--- src/rtl/mrv1_tw_barrier.sv ---
// ============================================================================
// mrv1_tw_barrier : warp barrier table, stalls arrived warps until a barrier fills
// Revision 1.0
// ============================================================================
`default_nettype none

module mrv1_tw_barrier #(
    parameter  int NUM_TW_P            = 8,
    parameter  int num_barriers_p      = 8,
    localparam int wid_width_lp        = $clog2(NUM_TW_P),
    localparam int barrier_id_width_lp = $clog2(num_barriers_p)
) (
    input  logic                           clk_i,
    input  logic                           rst_ni,
    input  logic                           bar_req_i,
    output logic                           bar_rdy_o,
    input  logic [barrier_id_width_lp-1:0] bar_id_i,
    input  logic [wid_width_lp-1:0]        bar_size_m1_i,
    input  logic [wid_width_lp-1:0]        bar_wid_i,
    input  logic                           flush_i,
    output logic                           rel_vld_o,
    output logic [barrier_id_width_lp-1:0] rel_id_o,
    output logic [NUM_TW_P-1:0]            rel_wmask_o,
    output logic [NUM_TW_P-1:0]            stall_wmask_o,
    output logic [num_barriers_p-1:0]      active_o,
    output logic                           err_o
);

    localparam int CNT_W = wid_width_lp + 1;

    logic [num_barriers_p-1:0] r_vld;
    logic [wid_width_lp-1:0]   r_size [num_barriers_p];
    logic [NUM_TW_P-1:0]       r_mask [num_barriers_p];

    logic                    w_accept;
    logic [NUM_TW_P-1:0]     w_onehot;
    logic                    w_cur_vld;
    logic [wid_width_lp-1:0] w_cur_size;
    logic [NUM_TW_P-1:0]     w_cur_mask;
    logic                    w_dup;
    logic                    w_mismatch;
    logic [NUM_TW_P-1:0]     w_new_mask;
    logic [wid_width_lp-1:0] w_eff_size;
    logic [CNT_W-1:0]        w_count;
    logic                    w_complete;
    logic [NUM_TW_P-1:0]     w_stall;

    assign bar_rdy_o = ~flush_i;
    assign w_accept  = bar_req_i & ~flush_i;

    always_comb begin
        w_onehot   = NUM_TW_P'(1) << bar_wid_i;
        w_cur_vld  = r_vld[bar_id_i];
        w_cur_size = r_size[bar_id_i];
        w_cur_mask = r_mask[bar_id_i];
        w_dup      = w_cur_vld & (|(w_cur_mask & w_onehot));
        w_mismatch = w_cur_vld & (bar_size_m1_i != w_cur_size);
        w_new_mask = (w_cur_vld ? w_cur_mask : '0) | w_onehot;
        // A valid entry keeps the size it latched at first arrival
        w_eff_size = w_cur_vld ? w_cur_size : bar_size_m1_i;
        w_count    = '0;
        for (int i = 0; i < NUM_TW_P; i++) begin
            w_count = w_count + CNT_W'(w_new_mask[i]);
        end
        w_complete = w_accept & (w_count == (CNT_W'(w_eff_size) + CNT_W'(1)));
    end

    always_comb begin
        w_stall = '0;
        for (int i = 0; i < num_barriers_p; i++) begin
            if (r_vld[i]) begin
                w_stall = w_stall | r_mask[i];
            end
        end
    end

    assign stall_wmask_o = w_stall;
    assign active_o      = r_vld;

    always_ff @(posedge clk_i or negedge rst_ni) begin
        if (!rst_ni) begin
            r_vld       <= '0;
            rel_vld_o   <= 1'b0;
            rel_id_o    <= '0;
            rel_wmask_o <= '0;
            err_o       <= 1'b0;
            for (int i = 0; i < num_barriers_p; i++) begin
                r_size[i] <= '0;
                r_mask[i] <= '0;
            end
        end else if (flush_i) begin
            r_vld       <= '0;
            rel_vld_o   <= 1'b0;
            rel_id_o    <= '0;
            rel_wmask_o <= '0;
            err_o       <= 1'b0;
            for (int i = 0; i < num_barriers_p; i++) begin
                r_size[i] <= '0;
                r_mask[i] <= '0;
            end
        end else begin
            rel_vld_o   <= w_complete;
            rel_id_o    <= w_complete ? bar_id_i : '0;
            rel_wmask_o <= w_complete ? w_new_mask : '0;
            err_o       <= w_accept & (w_dup | w_mismatch);
            if (w_accept && !w_dup) begin
                // A completing arrival retires the entry in the same edge
                if (w_complete) begin
                    r_vld[bar_id_i]  <= 1'b0;
                    r_mask[bar_id_i] <= '0;
                    r_size[bar_id_i] <= '0;
                end else begin
                    r_vld[bar_id_i]  <= 1'b1;
                    r_mask[bar_id_i] <= w_new_mask;
                    if (!w_cur_vld) begin
                        r_size[bar_id_i] <= bar_size_m1_i;
                    end
                end
            end
        end
    end

endmodule

`default_nettype wire
--- config.mk ---
export PLATFORM = sky130hd
export DESIGN_NAME = mrv1_tw_barrier
export DESIGN_NICKNAME = d
export VERILOG_FILES = /design/src/rtl/mrv1_tw_barrier.sv
export SDC_FILE = /design/constraint.sdc
export NUM_CORES = 1
export LEC_CHECK = 0
export BUFFER_PORTS_ARGS = -buffer_cell sky130_fd_sc_hd__buf_4
export CAP_MARGIN = 30
export CELL_PAD_IN_SITES_DETAIL_PLACEMENT = 0
export CELL_PAD_IN_SITES_GLOBAL_PLACEMENT = 1
export CORE_AREA = 4 4 122 124
export DETAILED_ROUTE_END_ITERATION = 10
export DIE_AREA = 0 0 126 128
export PLACE_DENSITY = 0.87
export SLEW_MARGIN = 20
export SYNTH_ARGS = -nofsm -noshare
export SYNTH_HDL_FRONTEND = slang
export SYNTH_SLANG_ARGS = --single-unit
--- constraint.sdc ---
create_clock -name clk_i -period 6.78 [get_ports clk_i]
set_clock_uncertainty 0.1 [all_clocks]
set_input_delay 0.339 -clock clk_i [delete_from_list [all_inputs] [get_ports clk_i]]
set_output_delay 0.339 -clock clk_i [all_outputs]
set_load 0.01 [all_outputs]
==> impl_metrics.json <==
{
  "dp_slack_ns": 0.378,
  "cp_slowest_cell": "o21ai_4",
  "antenna_found_initial": 0,
  "synth_fa_ha_area_share_pct": 1.99,
  "gr-total-overflow": 0,
  "synth_common_cells": "123 x nand2_1, 109 x dfrtp_1, 97 x mux2i_1",
  "num_vias": 5477,
  "m1WireLength_um": 8180,
  "start_kind": "input pin",
  "finish.utilization_pct": 52.8,
  "yosys.cell_types.count": 65,
  "crit_type": "in -> reg",
  "cp_num_buf_inv": 4,
  "rsz0062_at_grt": "no",
  "path_delay_family": "adder cells",
  "ys_ff_latch": 109,
  "insertedDiodeCount": 0,
  "cts_tree": "yes",
  "clockPowerShare_pct": 37.1,
  "syn-instance-count": 667,
  "routedWlPerCell_um": 21.3,
  "final_nets": 716,
  "crit_chain": "buf_4 -> mux2i_1 -> mux4_2 -> a21oi_1 -> a21oi_1 -> inv_1 -> fa_1 -> inv_1 -> fa_1 -> fa_1 -> inv_1 -> ha_1 -> fa_1 -> xor3_1 -> a211oi_1 -> a41oi_1 -> a22oi_2 -> o211ai_4 -> o21ai_4 -> o21ai_0",
  "wirelength_um": 18800,
  "layout-drive-gt1-share_pct": 15.7,
  "hold_depth": 3,
  "leakage_nw": 3.64,
  "initial_core_util_pct": 47.5,
  "ff2ff_path_depth": 19,
  "drt-initial-drc-count": 592,
  "tightest_slew_ns": 1.02,
  "insertion_delay_ns": 0.36,
  "grt_usage_pct": 23.7,
  "timing.rr.end": "r_size[12]",
  "r2r_start": "active_o[4]",
  "place_hpwl_um": 12900,
  "arrival_ns": 6.20,
  "synth_simple_gate_area_share_pct": 14.8,
  "synthMuxAreaShare_pct": 19.9,
  "grt_pass1_vias": 5256,
  "numCtsBuffers": 9,
  "wl_met3_um": 1840,
  "synth_compound_area_share_pct": 14.5,
  "min_period_ns": 6.08,
  "die_width_um": 126,
  "status": "finished clean",
  "dr.pass1.iters": 5,
  "syn_to_final_growth_pct": 11.1,
  "htree_levels": 3,
  "post-route-period-util_pct": 89.7,
  "viasPerCell": 6.22,
  "grt_first_pass_wirelength_um": 29900,
  "powerDensity_nw_per_um2": 193,
  "clkSlewWorstSetupHoldPaths_ns": 0.08,
  "synth.most_common_cell": "nand2_1",
  "fillCellCount": 1288,
  "die_area_um2": 16100,
  "vdd_drop_max_mv": 0.120,
  "ys_top_cells_by_area": "dfrtp_1 42%, mux2i_1 15%, nand2_1 7.1%",
  "finalMaxSlewViolations": 0,
  "power_frac_seq_pct": 47.9,
  "postSynth.asyncResetShare_pct": 100,
  "fp-row-count": 43,
  "netSwitchingFraction_pct": 29.1,
  "power_switching_uw": 409,
  "p_int_uw": 995,
  "worstPathRequired_ns": 6.90,
  "synth_edf_count": 0,
  "yosysSeqAreaShare_pct": 41.7,
  "combPwrFrac_pct": 15.1,
  "cts_root_buf": "clkbuf_16",
  "drv_cap": 0,
  "avgSynthCellArea_um2": 9.81,
  "setup_viol_count_final": 0,
  "fin_ws_ns": 0.697,
  "cpPeakStageDelay_ns": 0.54,
  "syn_nets": 688,
  "maxSlewHeadroom_pct": 31.5,
  "min_path_type": "in -> reg",
  "crit_fanout": 33,
  "cts_sinks": 109,
  "timing.setup.tns_ns": 0,
  "ant_nets": 0,
  "ys.flop_type": "dfrtp_1",
  "worstSetupEndpointType": "flip-flop",
  "synth_top_family_by_area": "multiplexers",
  "cpMostUsedCell": "fa_1",
  "die_h_um": 128,
  "hold_start": "bar_wid_i[0]",
  "wl_met2_um": 8410,
  "io_buffers": 42,
  "ff2ff_setup_slack_ns": 0.71,
  "netlist_area_um2": 6540,
  "yosysWarningCount": 0,
  "hold_end": "rel_wmask_o[3]",
  "top_layer": "met4",
  "max_freq_mhz": 164,
  "synth_xor_area_share_pct": 0.899,
  "grt_max_degree": 71,
  "yosysTopAreaCellShare_pct": 41.7,
  "report.final.hold_viol_count": 0,
  "core_region_area_um2": 13800,
  "yosysTopAreaCell": "dfrtp_1",
  "finalWeightedCongestion": 0.972,
  "io_pins": 43,
  "clock_path_buffers": 2,
  "route.detailed.drc": 0
}
[flip-flops by register name, indices dropped and copies added, names as in the netlist]
signal       cells
active_o         8
rel_id_o         3
rel_wmask_o      8
rel_vld_o        1
err_o            1
r_size          24
r_mask          64
[metal layers]
| layer | global-route usage [%] | up-vias |
|---|---|---|
| li1 | - | 2453 |
| met1 | 33.4 | 2705 |
| met2 | 35.5 | 289 |
| met3 | 7.21 | 30 |
| met4 | 7.13 | 0 |
| met5 | 0 | - |
[stage by stage]
step / std cells / power (mW) / hold slack (ns) / instance area, um^2
floorplan: 667 / 0.820 / -0.0566 / 6540
global placement: 860 / 0.886 / 0.233 / 6920
detailed placement: 861 / 0.890 / 0.246 / 6940
CTS: 878 / 1.40 / 0.203 / 7230
global route: 880 / 1.46 / 0.228 / 7270
finish: 880 / 1.40 / 0.218 / 7270
[tightest hold or removal path: cells and delay by family]
kind | cells | cell delay (ns)
compound gates | 1 | 0.08
buf+inv | 1 | 0.12
simple gates | 1 | 0.10
[final cells by class]
type                       count  area, um^2  share of cell area (%)
multi-input combinational    486        3410                    46.9
sequential                   109        2730                    37.5
timing repair buffer          68         543                    7.47
clock buffer                  10         229                    3.15
tap                          180         225                    3.10
inverter                      21        78.8                    1.08
clock inverter                 6        53.8                   0.740
[worst max path at each step]
stage / depth (start not counted) / to / start
detailed placement: 20 / r_size[12] / bar_id_i[2]
global route: 20 / r_size[12] / bar_id_i[2]
CTS: 20 / r_size[12] / bar_id_i[2]
finish: 20 / r_size[12] / bar_id_i[2]
floorplan: 25 / r_mask[17] / bar_id_i[1]
global placement: 20 / r_size[19] / bar_id_i[2]
[power groups by stage]
stage / logic, mW / registers, mW / clock network (mW)
finish: 0.211 / 0.672 / 0.521
global route: 0.231 / 0.673 / 0.551
CTS: 0.207 / 0.671 / 0.525
detailed placement: 0.206 / 0.684 / 0
global placement: 0.201 / 0.684 / 0
floorplan: 0.137 / 0.683 / 0
[cells in the final DEF (no fill, tap or decap), types with 3 or more instances in the layout]
cell type,Yosys,layout
nand2_1,123,123
dfrtp_1,109,109
mux2i_1,97,97
buf_4,1,64
a22oi_1,38,38
nor2_1,34,34
a21oi_1,24,24
nand3_1,22,22
o21ai_0,20,20
inv_1,18,18
nand4_1,13,13
a31oi_1,10,10
mux4_2,9,9
clkbuf_16,0,9
mux2_2,8,8
nand2b_1,6,6
a211oi_1,6,6
nor3_1,5,5
nor2b_1,4,4
o211ai_1,4,4
a2111oi_0,4,4
o21ai_1,4,4
fa_1,4,4
ha_1,4,4
and2_1,3,3
and3_1,3,3
a2bb2oi_1,3,3
xnor2_1,3,3
[cell families after synthesis]
logic type	count (synthesis)
simple gates	221
buf+inv	72
xor+xnor	5
compound gates	136
flops	109
mux	116
fa+ha+maj	8
[what timing repair did]
item	4_1_cts	5_1_grt
hold endpoints to repair	39	0
buffers inserted	0	0
hold buffers	1	0
resized for setup	0	0
Power figures use the tool's default switching activity.
